--- config.mk ---
export PLATFORM = sky130hd
export DESIGN_NAME = conv_window_feeder_flat
export DESIGN_NICKNAME = d
export VERILOG_FILES = /design/src/rtl/conv_pkg.sv /design/src/rtl/conv_window_feeder_if.sv /design/src/rtl/conv_window_feeder_line_buffer.sv /design/src/rtl/conv_window_feeder.sv /design/src/flat_wrapper.sv
export SDC_FILE = /design/constraint.sdc
export NUM_CORES = 1
export LEC_CHECK = 0
export ABC_CLOCK_PERIOD_IN_PS = 10700
export CAP_MARGIN = 20
export CORE_ASPECT_RATIO = 0.7
export CORE_MARGIN = 2
export CORE_UTILIZATION = 57
export CTS_CLUSTER_SIZE = 24
export DETAILED_ROUTE_END_ITERATION = 12
export GPL_TIMING_DRIVEN = 1
export PLACE_DENSITY_LB_ADDON = 0.08
export RECOVER_POWER = 50
export SETUP_SLACK_MARGIN = 0.1
export SLEW_MARGIN = 20
export SYNTH_ARGS = -nofsm -noshare
export SYNTH_HDL_FRONTEND = slang
export SYNTH_SLANG_ARGS = --single-unit
--- constraint.sdc ---
create_clock -name clk -period 10.7 [get_ports clk]
set_input_delay 1.07 -clock clk [delete_from_list [all_inputs] [get_ports clk]]
set_output_delay 1.07 -clock clk [all_outputs]
set_load 0.02 [all_outputs]
--- src/rtl/conv_pkg.sv ---
// Shared types for the 3x3 convolution window feeder.
// Pixel type, default width and feeder FSM encoding.
package conv_pkg;

    localparam int DEF_DATA_W = 8;

    typedef logic signed [DEF_DATA_W-1:0] pixel_t;

    typedef enum logic [2:0] {
        IDLE,
        S0,
        S1,
        S2,
        ADD
    } feed_state_t;

endpackage

--- src/rtl/conv_window_feeder_if.sv ---
// Pixel-in / window-out bundle between pixel source, feeder and compute stage.
// master = feeder side, slave = source/compute side.
interface conv_window_feeder_if #(
    parameter int DATA_W = 8
);
    logic signed [DATA_W-1:0] pix_in;
    logic                     pix_valid;
    logic                     pix_ready;
    logic signed [DATA_W-1:0] win0;
    logic signed [DATA_W-1:0] win1;
    logic signed [DATA_W-1:0] win2;
    logic signed [DATA_W-1:0] win3;
    logic signed [DATA_W-1:0] win4;
    logic signed [DATA_W-1:0] win5;
    logic signed [DATA_W-1:0] win6;
    logic signed [DATA_W-1:0] win7;
    logic signed [DATA_W-1:0] win8;
    logic [1:0]               select;
    logic                     add;
    logic                     win_valid;
    logic                     done;

    modport master (
        input  pix_in, pix_valid,
        output pix_ready,
        output win0, win1, win2, win3, win4,
        output win5, win6, win7, win8,
        output select, add, win_valid, done
    );

    modport slave (
        output pix_in, pix_valid,
        input  pix_ready,
        input  win0, win1, win2, win3, win4,
        input  win5, win6, win7, win8,
        input  select, add, win_valid, done
    );

endinterface

--- src/rtl/conv_window_feeder_line_buffer.sv ---
// One raster line of delay: shift on en, output is the oldest entry.
// Contents are never cleared; the feeder's counters gate validity.
module line_buffer #(
    parameter int DEPTH  = 28,
    parameter int DATA_W = 8
) (
    input  logic                     clk,
    input  logic                     en,
    input  logic signed [DATA_W-1:0] i_din,
    output logic signed [DATA_W-1:0] o_dout
);

    logic signed [DATA_W-1:0] r_mem [DEPTH];

    always_ff @(posedge clk) begin
        if (en) begin
            r_mem[0] <= i_din;
            for (int i = 1; i < DEPTH; i++) begin
                r_mem[i] <= r_mem[i-1];
            end
        end
    end

    assign o_dout = r_mem[DEPTH-1];

endmodule

--- src/rtl/conv_window_feeder.sv ---
// Builds sliding 3x3 windows from a raster pixel stream and sequences the compute stage.
// Optional CONV_FEEDER_STRIDE2_EN: only even row/col windows start a sequence.
module conv_window_feeder
    import conv_pkg::*;
#(
    parameter int IMG_W  = 28,
    parameter int IMG_H  = 28,
    parameter int DATA_W = DEF_DATA_W
) (
    input  logic clk,
    input  logic rst,
    conv_window_feeder_if.master io_feed
);

    localparam int CW = $clog2(IMG_W);
    localparam int RW = $clog2(IMG_H);

    feed_state_t r_state;
    feed_state_t w_next;

    logic [CW-1:0] r_col;
    logic [RW-1:0] r_row;
    logic          r_last;

    logic signed [DATA_W-1:0] r_win [9];
    logic signed [DATA_W-1:0] w_lb0_out;
    logic signed [DATA_W-1:0] w_lb1_out;

    logic       w_accept;
    logic       w_col_end;
    logic       w_row_end;
    logic       w_last_pos;
    logic       w_complete;
    logic       w_start;
    logic       w_idle;
    logic [1:0] w_sel;
    logic       w_add;
    logic       w_wv;

    assign w_accept   = io_feed.pix_valid && io_feed.pix_ready;
    assign w_col_end  = r_col == CW'(IMG_W - 1);
    assign w_row_end  = r_row == RW'(IMG_H - 1);
    assign w_last_pos = w_col_end && w_row_end;
    assign w_complete = (r_row >= RW'(2)) && (r_col >= CW'(2));

`ifdef CONV_FEEDER_STRIDE2_EN
    assign w_start = w_accept && w_complete && !r_row[0] && !r_col[0];
`else
    assign w_start = w_accept && w_complete;
`endif

    line_buffer #(
        .DEPTH (IMG_W),
        .DATA_W(DATA_W)
    ) u_lb0 (
        .clk   (clk),
        .en    (w_accept),
        .i_din (io_feed.pix_in),
        .o_dout(w_lb0_out)
    );

    line_buffer #(
        .DEPTH (IMG_W),
        .DATA_W(DATA_W)
    ) u_lb1 (
        .clk   (clk),
        .en    (w_accept),
        .i_din (w_lb0_out),
        .o_dout(w_lb1_out)
    );

    // Counters wrap to (0,0) after the last pixel so the next frame needs no reset.
    always_ff @(posedge clk or negedge rst) begin
        if (!rst) begin
            r_col <= '0;
            r_row <= '0;
        end else if (w_accept) begin
            if (w_col_end) begin
                r_col <= '0;
                r_row <= w_row_end ? '0 : r_row + RW'(1);
            end else begin
                r_col <= r_col + CW'(1);
            end
        end
    end

    always_ff @(posedge clk or negedge rst) begin
        if (!rst) begin
            for (int i = 0; i < 9; i++) begin
                r_win[i] <= '0;
            end
        end else if (w_accept) begin
            r_win[0] <= r_win[1];
            r_win[1] <= r_win[2];
            r_win[2] <= w_lb1_out;
            r_win[3] <= r_win[4];
            r_win[4] <= r_win[5];
            r_win[5] <= w_lb0_out;
            r_win[6] <= r_win[7];
            r_win[7] <= r_win[8];
            r_win[8] <= io_feed.pix_in;
        end
    end

    always_ff @(posedge clk or negedge rst) begin
        if (!rst) begin
            r_last <= 1'b0;
        end else if (w_start) begin
            r_last <= w_last_pos;
        end
    end

    always_ff @(posedge clk or negedge rst) begin
        if (!rst) begin
            r_state <= IDLE;
        end else begin
            r_state <= w_next;
        end
    end

    always_comb begin
        w_next = r_state;
        w_idle = 1'b0;
        w_sel  = 2'd0;
        w_add  = 1'b0;
        w_wv   = 1'b0;
        unique case (r_state)
            IDLE: begin
                w_idle = 1'b1;
                if (w_start) begin
                    w_next = S0;
                end
            end
            S0: begin
                w_wv   = 1'b1;
                w_next = S1;
            end
            S1: begin
                w_wv   = 1'b1;
                w_sel  = 2'd1;
                w_next = S2;
            end
            S2: begin
                w_wv   = 1'b1;
                w_sel  = 2'd2;
                w_next = ADD;
            end
            ADD: begin
                w_wv   = 1'b1;
                w_sel  = 2'd2;
                w_add  = 1'b1;
                w_next = IDLE;
            end
            default: begin
                w_next = IDLE;
            end
        endcase
    end

`ifdef CONV_FEEDER_STRIDE2_EN
    // Last pixel at an odd position never starts a sequence, so flag the frame end directly.
    logic r_done_nseq;

    always_ff @(posedge clk or negedge rst) begin
        if (!rst) begin
            r_done_nseq <= 1'b0;
        end else begin
            r_done_nseq <= w_accept && w_last_pos && !w_start;
        end
    end

    assign io_feed.done = (w_add && r_last) || r_done_nseq;
`else
    assign io_feed.done = w_add && r_last;
`endif

    assign io_feed.pix_ready = w_idle && rst;
    assign io_feed.select    = w_sel;
    assign io_feed.add       = w_add;
    assign io_feed.win_valid = w_wv;

    assign io_feed.win0 = r_win[0];
    assign io_feed.win1 = r_win[1];
    assign io_feed.win2 = r_win[2];
    assign io_feed.win3 = r_win[3];
    assign io_feed.win4 = r_win[4];
    assign io_feed.win5 = r_win[5];
    assign io_feed.win6 = r_win[6];
    assign io_feed.win7 = r_win[7];
    assign io_feed.win8 = r_win[8];

endmodule

--- src/flat_wrapper.sv ---
// flat-port wrapper written by rule: the top's interface ports become plain ports
module conv_window_feeder_flat import conv_pkg::*;
#(
    parameter int IMG_W  = 28,
    parameter int IMG_H  = 28,
    parameter int DATA_W = DEF_DATA_W
)
  (clk, rst, io_feed_pix_in, io_feed_pix_valid, io_feed_pix_ready, io_feed_win0, io_feed_win1, io_feed_win2, io_feed_win3, io_feed_win4, io_feed_win5, io_feed_win6, io_feed_win7, io_feed_win8, io_feed_select, io_feed_add, io_feed_win_valid, io_feed_done);
  conv_window_feeder_if #(.DATA_W(DATA_W)) io_feed_i ();
  input  logic clk;
  input  logic rst;
  input wire logic [$bits(io_feed_i.pix_in)-1:0] io_feed_pix_in;
  input wire logic [$bits(io_feed_i.pix_valid)-1:0] io_feed_pix_valid;
  output wire logic [$bits(io_feed_i.pix_ready)-1:0] io_feed_pix_ready;
  output wire logic [$bits(io_feed_i.win0)-1:0] io_feed_win0;
  output wire logic [$bits(io_feed_i.win1)-1:0] io_feed_win1;
  output wire logic [$bits(io_feed_i.win2)-1:0] io_feed_win2;
  output wire logic [$bits(io_feed_i.win3)-1:0] io_feed_win3;
  output wire logic [$bits(io_feed_i.win4)-1:0] io_feed_win4;
  output wire logic [$bits(io_feed_i.win5)-1:0] io_feed_win5;
  output wire logic [$bits(io_feed_i.win6)-1:0] io_feed_win6;
  output wire logic [$bits(io_feed_i.win7)-1:0] io_feed_win7;
  output wire logic [$bits(io_feed_i.win8)-1:0] io_feed_win8;
  output wire logic [$bits(io_feed_i.select)-1:0] io_feed_select;
  output wire logic [$bits(io_feed_i.add)-1:0] io_feed_add;
  output wire logic [$bits(io_feed_i.win_valid)-1:0] io_feed_win_valid;
  output wire logic [$bits(io_feed_i.done)-1:0] io_feed_done;
  assign io_feed_i.pix_in = io_feed_pix_in;
  assign io_feed_i.pix_valid = io_feed_pix_valid;
  assign io_feed_pix_ready = io_feed_i.pix_ready;
  assign io_feed_win0 = io_feed_i.win0;
  assign io_feed_win1 = io_feed_i.win1;
  assign io_feed_win2 = io_feed_i.win2;
  assign io_feed_win3 = io_feed_i.win3;
  assign io_feed_win4 = io_feed_i.win4;
  assign io_feed_win5 = io_feed_i.win5;
  assign io_feed_win6 = io_feed_i.win6;
  assign io_feed_win7 = io_feed_i.win7;
  assign io_feed_win8 = io_feed_i.win8;
  assign io_feed_select = io_feed_i.select;
  assign io_feed_add = io_feed_i.add;
  assign io_feed_win_valid = io_feed_i.win_valid;
  assign io_feed_done = io_feed_i.done;
  conv_window_feeder #(.IMG_W(IMG_W), .IMG_H(IMG_H), .DATA_W(DATA_W)) u_core (.clk(clk), .rst(rst), .io_feed(io_feed_i));
endmodule
Word-level counts from Yosys, hierarchy flattened
Memory sizes are Yosys's and may differ from the RTL's. A register that Yosys moved wholly into a read port is not among the register bits.
Cells that the tools add are included.
{ "totals": {"reg_bits": 78, "output_inout_bits": 78, "mem_count": 2, "ramBits": 448, "inputBits": 11, "elab_cells": 46} }
{ "memory_table": {"columns": ["memory", "words", "word_bits", "read_ports", "rd_ports_with_merged_regs", "wr", "line_no", "source"], "rows": [
  ["u_core.u_lb0.r_mem", 28, 8, 28, 0, 28, "conv_window_feeder_line_buffer.sv:13", "logic signed [DATA_W-1:0] r_mem [DEPTH];"],
  ["u_core.u_lb1.r_mem", 28, 8, 28, 1, 28, "conv_window_feeder_line_buffer.sv:13", null]
]} }
{ "classes": {"n_reduce_logical": 11, "n_eq_ne": 7, "n_mux": 10, "magnitude_cmp": 2, "add_sub_neg": 2} }
{ "ops": {"columns": ["operator", "n"], "rows": [
  ["$pmux 3 s4", 1],
  ["$add 5x1->5 const B", 2],
  ["$eq 5x5->1 const B", 2],
  ["$ge 5x2->1 const B", 2],
  ["$mux 5", 2],
  ["$eq 3x2->1 const B", 2],
  ["$logic_and 1x1->1", 6],
  ["$mux 1", 5],
  ["$pmux 2 s2", 1],
  ["$reduce_or 4->1", 1],
  ["$eq 3x1->1 const B", 1],
  ["$eq 3x3->1 const B", 1],
  ["$logic_not 3->1", 1],
  ["$mux 3", 1],
  ["$ne 2x1->1 const B", 1],
  ["$reduce_and 2->1", 1],
  ["$reduce_or 2->1", 1],
  ["$logic_not 1->1", 1]
]} }

Longest topological paths before layout
Gate-level depths: netlist of the first run.
{ "depth": {"word_depth": 7, "mapped_depth": 6, "mapped_depth_nobuf": 5} }

Modules after synthesis
A second synthesis of the first run with hierarchy kept.
{ "hier_totals": {"hier_cells": 839, "hier_area_um2": 17017.6} }
{ "modules_own_cells": {"columns": ["mod", "cells_per_inst", "instances", "area_each_um2", "seq_area_each_um2"], "rows": [
  ["line_buffer", 232, 2, 6786.5, 6726.5],
  ["conv_window_feeder", 375, 1, 3444.6, 2152.1]
]} }

Worst setup path after synthesis of the first run
No wires, ideal clock.
{ "synth_path": {"path_kind": "input-to-reg", "from": "input io_feed_pix_valid", "to": "register u_core.r_win (netlist bit u_core.io_feed.win2[0]), read port of u_core.u_lb1.r_mem", "setup_ps": 133, "arrival_ps": 5140, "path_buffers": 2, "required_time_ps": 10567, "cell_stages": 5, "slack_ps": 5428, "path_cell_list": "buf_1 nand2_2 inv_2 buf_4 mux2_2"} }
{ "synth_between": {"elab_chain_cells": 1} }
{ "synth_lines": {"columns": ["item", "line_no", "source"], "rows": [
  ["start: declaration", "flat_wrapper.sv:13", "input wire logic [$bits(io_feed_i.pix_valid)-1:0] io_feed_pix_valid;"],
  ["$logic_and 1x1->1", "conv_window_feeder.sv:40", "assign w_accept = io_feed.pix_valid && io_feed.pix_ready;"],
  ["via u_core.u_lb0.en", "conv_window_feeder_line_buffer.sv:8", "input logic en,"],
  ["end: declaration", "conv_window_feeder.sv:25", "logic signed [DATA_W-1:0] r_win [9];"]
]} }
The timed path passes the listed nets, and every way through them passes these cells.
A chain may end at the register's enable or synchronous reset.

Final worst setup path of the first run
{ "layout_path": {"from": "input rst", "to": "register u_core.r_win (netlist bit u_core.io_feed.win8[7])"} }
{ "layout_between": {"elab_chain_cells": 2} }
{ "layout_lines": {"columns": ["item", "line_no", "source"], "rows": [
  ["start: declaration", "flat_wrapper.sv:11", "input logic rst;"],
  ["$logic_and 1x1->1", "conv_window_feeder.sv:177", "assign io_feed.pix_ready = w_idle && rst;"],
  ["$logic_and 1x1->1", "conv_window_feeder.sv:40", null]
]} }
Every way passes these cells.

==> run metrics, run 1 <==
status finished, violations left; Hold WC Path Type reg2reg; Avg WL per Cell 16.87 um; post-synth top area cell edfxtp_1; ys async rst share 16.10%; CP Launch Type input pin; Pint 4087 uW; area delta synth->final 17.04%; commonest cells in the netlist 448 x edfxtp_1, 86 x dfrtp_1, 77 x mux2_2, 8 x nor2_1, 5 x inv_1; Hold Startpoint u_core.u_lb0.r_mem[4][7]; CTS clk-pin slew, worst paths 0.06 ns; total global routing overflow 0; Ports 89; Post-DRT Antenna Nets 0; Num CTS Buffers 46; die area 31,140 sq um; data arrival at the endpoint of the critical path 6.00 ns; Buffers on Ports 88; setup violators final 0; CP Capture Type register; clock skew 0.006782 ns; Net Sw Frac 24.02%; Clk Latency, worst-skew pair 0.53 ns; register area share after synthesis 92.11%; Worst-Margin Slew 3.474 ns; final number of max-transition violations 151; hold_buf cts 0; Ys Warns 0; worst path required time 11.12 ns; Netlist cell types 37; Final Hold Fails 0; WHS Path Cells 0; reg2reg end u_core.io_feed.win8[7]; CP max stage cell nor4b_1; routed vias 6,306; 1st-pass router iterations 4; max-cap violations 4; DRC 0; CTS root buffer clkbuf_16; post-layout minimum cycle time 5.579 ns; largest cells by area after synthesis edfxtp_1 79%, dfrtp_1 13%, mux2_2 5.1%; Core ar. 29,080 sq um; # fillers 1,787; Top delay family on crit path buffers and inverters; Starting Density 58.26%; row cnt 52; Syn Nets 693; total global-route track usage 13.31%; Fin Setup TNS 0 ns; Post-Synthesis Cell Area 16,940 sq um; FF+latch count, synth 534; diode count 0; critical-path cell list clkbuf_1 -> nor4b_1 -> nand2_2 -> inv_8 -> buf_12 -> buf_16 -> mux2_2; fin nets 824; clk sinks 534; share of layout cells above drive strength 1 18.09%; WS Path Type in2reg; syn_area_per_cell 24.99 sq um; postcts setup bufs 0; pwr dens 271.3 nW/um^2; VDD IR max 173.8 uV; Sequential Power Share 53.2%; Worst Setup SP rst; fin crit share 52.14%; RSZ-0062 raised after global routing false; Logic pwr share 15.7%; fmax 0.1792 GHz; Post-synth EDFFs 448; largest net degree at the start of global routing 220; Clock Path Buffers 3; Cells after Synth 678; Critical R2R Launch u_core.r_state[2]; Worst Hold Path EP u_core.u_lb0.r_mem[4][15]; R2R depth 6; Rel. slew slack -131.6%; DIE WIDTH 210.1 um; failing checks capacitance limit, slew limit; initial detailed-routing violation count 476; htree depth 2; crit path max fanout 146; gpl congestion 0.7105; clock share of power 31.1%; CP bufs+invs 4; post-detailed-routing wire length 20.64 mm; post-synth top area share 79.40%; die height 148.2 um; Leakage 0.006830 uW; number of global-route vias before repair 6,312; PostCTS Resize Cnt 0; P_sw 1292 uW; Worst R2R Setup Slack 6.33 ns; hold_ws 0.4134 ns; DP Wirelength 10.20 mm; max incr delay on CP 1.35 ns; antenna violations before repair 0; via-per-instance ratio 5.152; top-count cell post-synth edfxtp_1; first-pass GRT wire length 32.73 mm; ys flop type edfxtp_1; CTS tree yes
[cell type report]
class                   count  area [sq um]  share of cell area (%)
clock inverters            20         252.7                   1.275
well taps                 378         473.0                   2.385
multi-input cells         127          1221                   6.158
flip-flops and latches    534         15610                   78.69
repair buffers             94         944.7                   4.764
clock buffers              65          1304                   6.575
inverters                   6         30.03                  0.1514
[routing by layer]
layer	vias to the layer above	GRT usage [%]	wire length (um)
li1	2910	-	-
met1	3228	20.33	10440
met2	126	19.01	8828
met3	42	3.526	934
met4	0	4.504	436
met5	-	0	0
[sequential cells by signal (all words and copies together) (netlist names)]
register and flops:
u_core.u_lb0.r_mem 224, u_core.u_lb1.r_mem 224, u_core.io_feed.win0 8, u_core.io_feed.win1 8
u_core.io_feed.win2 8, u_core.io_feed.win3 8, u_core.io_feed.win4 8, u_core.io_feed.win5 8
u_core.io_feed.win6 8, u_core.io_feed.win7 8, u_core.io_feed.win8 8, u_core.r_col 5
u_core.r_row 5, u_core.r_state 3, u_core.r_last 1
[metrics by stage]
stage | utilization [%] | std cells | power [uW] | instance area, sq um | worst slack, ns
3_5_place_dp | 62.83 | 1138 | 3774 | 18270 | 6.365
2_1_floorplan | - | 678 | 3377 | 16940 | 5.428
4_1_cts | 68.18 | 1223 | 5472 | 19830 | 6.905
6_report | 68.19 | 1224 | 5379 | 19830 | 5.121
3_3_place_gp | 62.83 | 1138 | 3726 | 18270 | 6.513
5_1_grt | 68.19 | 1224 | 5622 | 19830 | 4.653
[logic make-up after synthesis]
| group | Yosys count | share of synthesized area (%) |
|---|---|---|
| flops | 534 | 92.11 |
| buf+inv | 17 | 0.5981 |
| xor+xnor | 2 | 0.1034 |
| fa+ha+maj | 4 | 0.2954 |
| compound gates | 10 | 0.4357 |
| simple gates | 31 | 1.152 |
| mux | 80 | 5.310 |
[how the worst max path moves through the flow]
stage | endpoint | cells after the start | slack [ns]
6_report | u_core.io_feed.win8[7] | 7 | 5.12
4_1_cts | io_feed_pix_ready | 3 | 6.90
3_3_place_gp | u_core.io_feed.win8[7] | 6 | 6.51
5_1_grt | u_core.io_feed.win5[6] | 7 | 4.65
3_5_place_dp | u_core.io_feed.win8[7] | 6 | 6.36
2_1_floorplan | u_core.io_feed.win2[0] | 5 | 5.43
[power groups by stage]
| stage | Clock, uW | Combinational [uW] | Sequential (uW) |
|---|---|---|---|
| 2_1_floorplan | 0 | 324 | 3050 |
| 3_3_place_gp | 0 | 842 | 2880 |
| 3_5_place_dp | 0 | 868 | 2910 |
| 4_1_cts | 1730 | 870 | 2870 |
| 5_1_grt | 1820 | 902 | 2900 |
| 6_report | 1680 | 843 | 2860 |
[cell usage in the layout, fill, tap and decap left out, types with 2 or more instances in the layout]
master           synthesis  layout
and3_1                   2       2
clkbuf_16                0      47
nand3_1                  2       2
bufinv_16                0       6
o211ai_1                 2       2
o21ai_0                  2       2
ha_1                     4       4
or4_1                    2       2
nor2_1                   8       8
inv_1                    5       5
nand2_1                  2       2
nand4_1                  4       4
mux2_1                   2       2
xnor2_1                  2       2
clkinv_1                 0       4
dlygate4sd3_1            0      34
dfrtp_1                 86      86
edfxtp_1               448     448
clkdlybuf4s50_1          0      53
nor2b_1                  2       2
clkbuf_1                 1      15
buf_4                    3       2
and4b_1                  2       2
clkinv_2                 0       8
clkbuf_8                 0       6
mux2_2                  77      77
(Power assumes the default switching activity.)
==> run 2: changes to the inputs <==
ABC_CLOCK_PERIOD_IN_PS = 5050   (was 10700)
CORE_UTILIZATION = 53   (was 57)
clock period = 5.05 ns   (was 10.7 ns; I/O delays follow)
==> run 2 against run 1 <==
The flow now finishes without violations. Power is 120% higher. Sequential power rose by 110%. Critical path depth is 1 lower. Via count increased by 1.9%. Sequential cell count unchanged. Clock skew is 0.0022 ns higher. Highest routed layer unchanged.
==> run metrics, run 2 (synthesis results as in run 1) <==
via-per-instance ratio 5.033 (-2.3%); worst path required time 5.23 ns (-5.89 ns); WS Path Type in2reg; Rel. slew slack 42.71% (+170 points); Final Power 11,660 uW (+120%); die area 33,440 sq um (+7.4%); fin nets 833 (+1.1%); clock share of power 32.6% (+1.5 points); die height 153.6 um (+3.6%); hold_ws 0.4121 ns (-0.001224 ns); max-cap violations 0 (-4); most frequent cells in the layout 448 x edfxtp_1, 86 x dfrtp_1, 77 x mux2_2; data arrival at the endpoint of the critical path 3.54 ns (-2.46 ns); CTS tree yes; commonest non-fill, non-tap cell in the layout edfxtp_1; Clk Latency, worst-skew pair 0.54 ns (about the same); Ports 89 (unchanged); clk sinks 534 (unchanged); setup violators final 0 (unchanged); CTS root buffer clkbuf_16; Leakage 0.006965 uW (+2.0%); total global-route track usage 13.18% (-0.13 points); post-detailed-routing wire length 21.70 mm (+5.1%); clock skew 0.008938 ns (+0.002157 ns); Top Registers u_core.u_lb0.r_mem (224), u_core.u_lb1.r_mem (224); final number of max-transition violations 0 (-100%); max incr delay on CP 0.60 ns (-0.75 ns); Num CTS Buffers 46 (unchanged); 1st-pass router iterations 4 (unchanged); VDD IR max 330.4 uV (+90%); Final Hold Fails 0 (unchanged); fin crit share 66.64%; Sequential Power Share 52.1% (-1.1 points); Buffers on Ports 88 (unchanged); share of layout cells above drive strength 1 19.98% (+1.9 points); Net Sw Frac 23.82% (-0.20 points); htree depth 2 (unchanged); number of global-route vias before repair 6,439 (+2.0%); Post-DRT Antenna Nets 0 (unchanged); DIE WIDTH 217.7 um (+3.6%); Top delay family on crit path buffers and inverters; postcts setup bufs 0 (unchanged); CP bufs+invs 4 (unchanged); Finished Core Util 64.35% (-3.8 points); Core ar. 31,280 sq um (+7.6%); area delta synth->final 18.81%; P_sw 2777 uW (+110%); fmax 0.2971 GHz; # fillers 2,033 (+14%); pwr dens 579.2 nW/um^2 (+110%); status complete, no violations; CP Capture Type register; Placed Area 18,420 sq um (+0.79%); Worst-Margin Slew 0.8593 ns (-2.614 ns); first-pass GRT wire length 34.53 mm (+5.5%); Fin Setup TNS 0 ns (unchanged); antenna violations before repair 1 (+1); largest net degree at the start of global routing 123 (-44%); RSZ-0062 raised after global routing false; cell mode on critical path buf_4; initial detailed-routing violation count 505 (+6.1%); routed vias 6,427 (+1.9%); Hold WC Path Type reg2reg; row cnt 54 (+3.8%); Starting Density 54.16% (-4.1 points); critical-path cell list dlygate4sd3_1 -> buf_4 -> nor4b_4 -> nand2_2 -> inv_8 -> buf_4; CP Launch Type input pin; Clock Path Buffers 3 (unchanged); Logic pwr share 15.3% (-0.4 points); Non-Filler Cell Area, Final 20,130 sq um (+1.5%); CTS clk-pin slew, worst paths 0.06 ns (about the same); CP max stage cell nor4b_4; Avg WL per Cell 16.99 um (+0.76%); gpl congestion 0.7202 (+1.4%); DP Wirelength 11.31 mm (+11%); DRC 0 (unchanged); post-layout minimum cycle time 3.365 ns; Pint 8882 uW (+120%); total global routing overflow 0 (unchanged); crit path max fanout 122 (-16%)
## run 2: power groups by stage
| stage | registers [uW] | clock network, uW | logic (uW) |
|---|---|---|---|
| floorplan | 6470 | 0 | 687 |
| global route | 6160 | 4090 | 1920 |
| CTS | 6100 | 3910 | 1880 |
| global placement | 6130 | 0 | 1830 |
| detailed placement | 6170 | 0 | 1870 |
| finish | 6080 | 3800 | 1790 |
## run 2: repair_timing
item / in CTS / in global routing
endpoints found under the hold margin: 31 / 0
hold buffers: 1 / 0
gates resized for setup: 0 / 0
## run 2: area by class of cell
class / count / area, sq um / area share [%]
inverters: 6 / 30.03 / 0.1492
well taps: 420 / 525.5 / 2.611
clock inverters: 18 / 291.5 / 1.448
clock buffers: 68 / 1408 / 6.993
repair buffers: 103 / 1031 / 5.122
diodes: 1 / 2.502 / 0.01243
multi-input cells: 127 / 1236 / 6.141
flip-flops and latches: 534 / 15610 / 77.52
## run 2: worst paths after layout
path                       cells past startpoint  slack (ns)                         to                     start
min reg2reg                                    0        0.41  u_core.u_lb0.r_mem[3][14]  u_core.u_lb0.r_mem[3][6]
min in group asynchronous                      2        0.46     u_core.io_feed.win1[6]                       rst
min                                            0        0.41  u_core.u_lb0.r_mem[3][14]  u_core.u_lb0.r_mem[3][6]
max reg2reg                                    4        2.10   u_core.u_lb0.r_mem[4][5]         u_core.r_state[2]
max in group asynchronous                      3        3.46     u_core.io_feed.win8[1]                       rst
max                                            6        1.68   u_core.u_lb0.r_mem[4][5]                       rst
## run 2: layer usage
layer,vias up,GRT usage (%),part of all wire [%]
met2,138,18.77,43
li1,2949,-,-
met4,0,4.501,1.9
met3,31,3.778,5.6
met1,3309,19.80,50
met5,-,0,0
## run 2: metrics by stage
| stage | setup WS (ns) | std cells |
|---|---|---|
| CTS | 1.679 | 1276 |
| finish | 1.685 | 1277 |
| floorplan | 0.3299 | 678 |
| global route | 1.368 | 1277 |
| detailed placement | 1.634 | 1189 |
| global placement | 1.798 | 1189 |
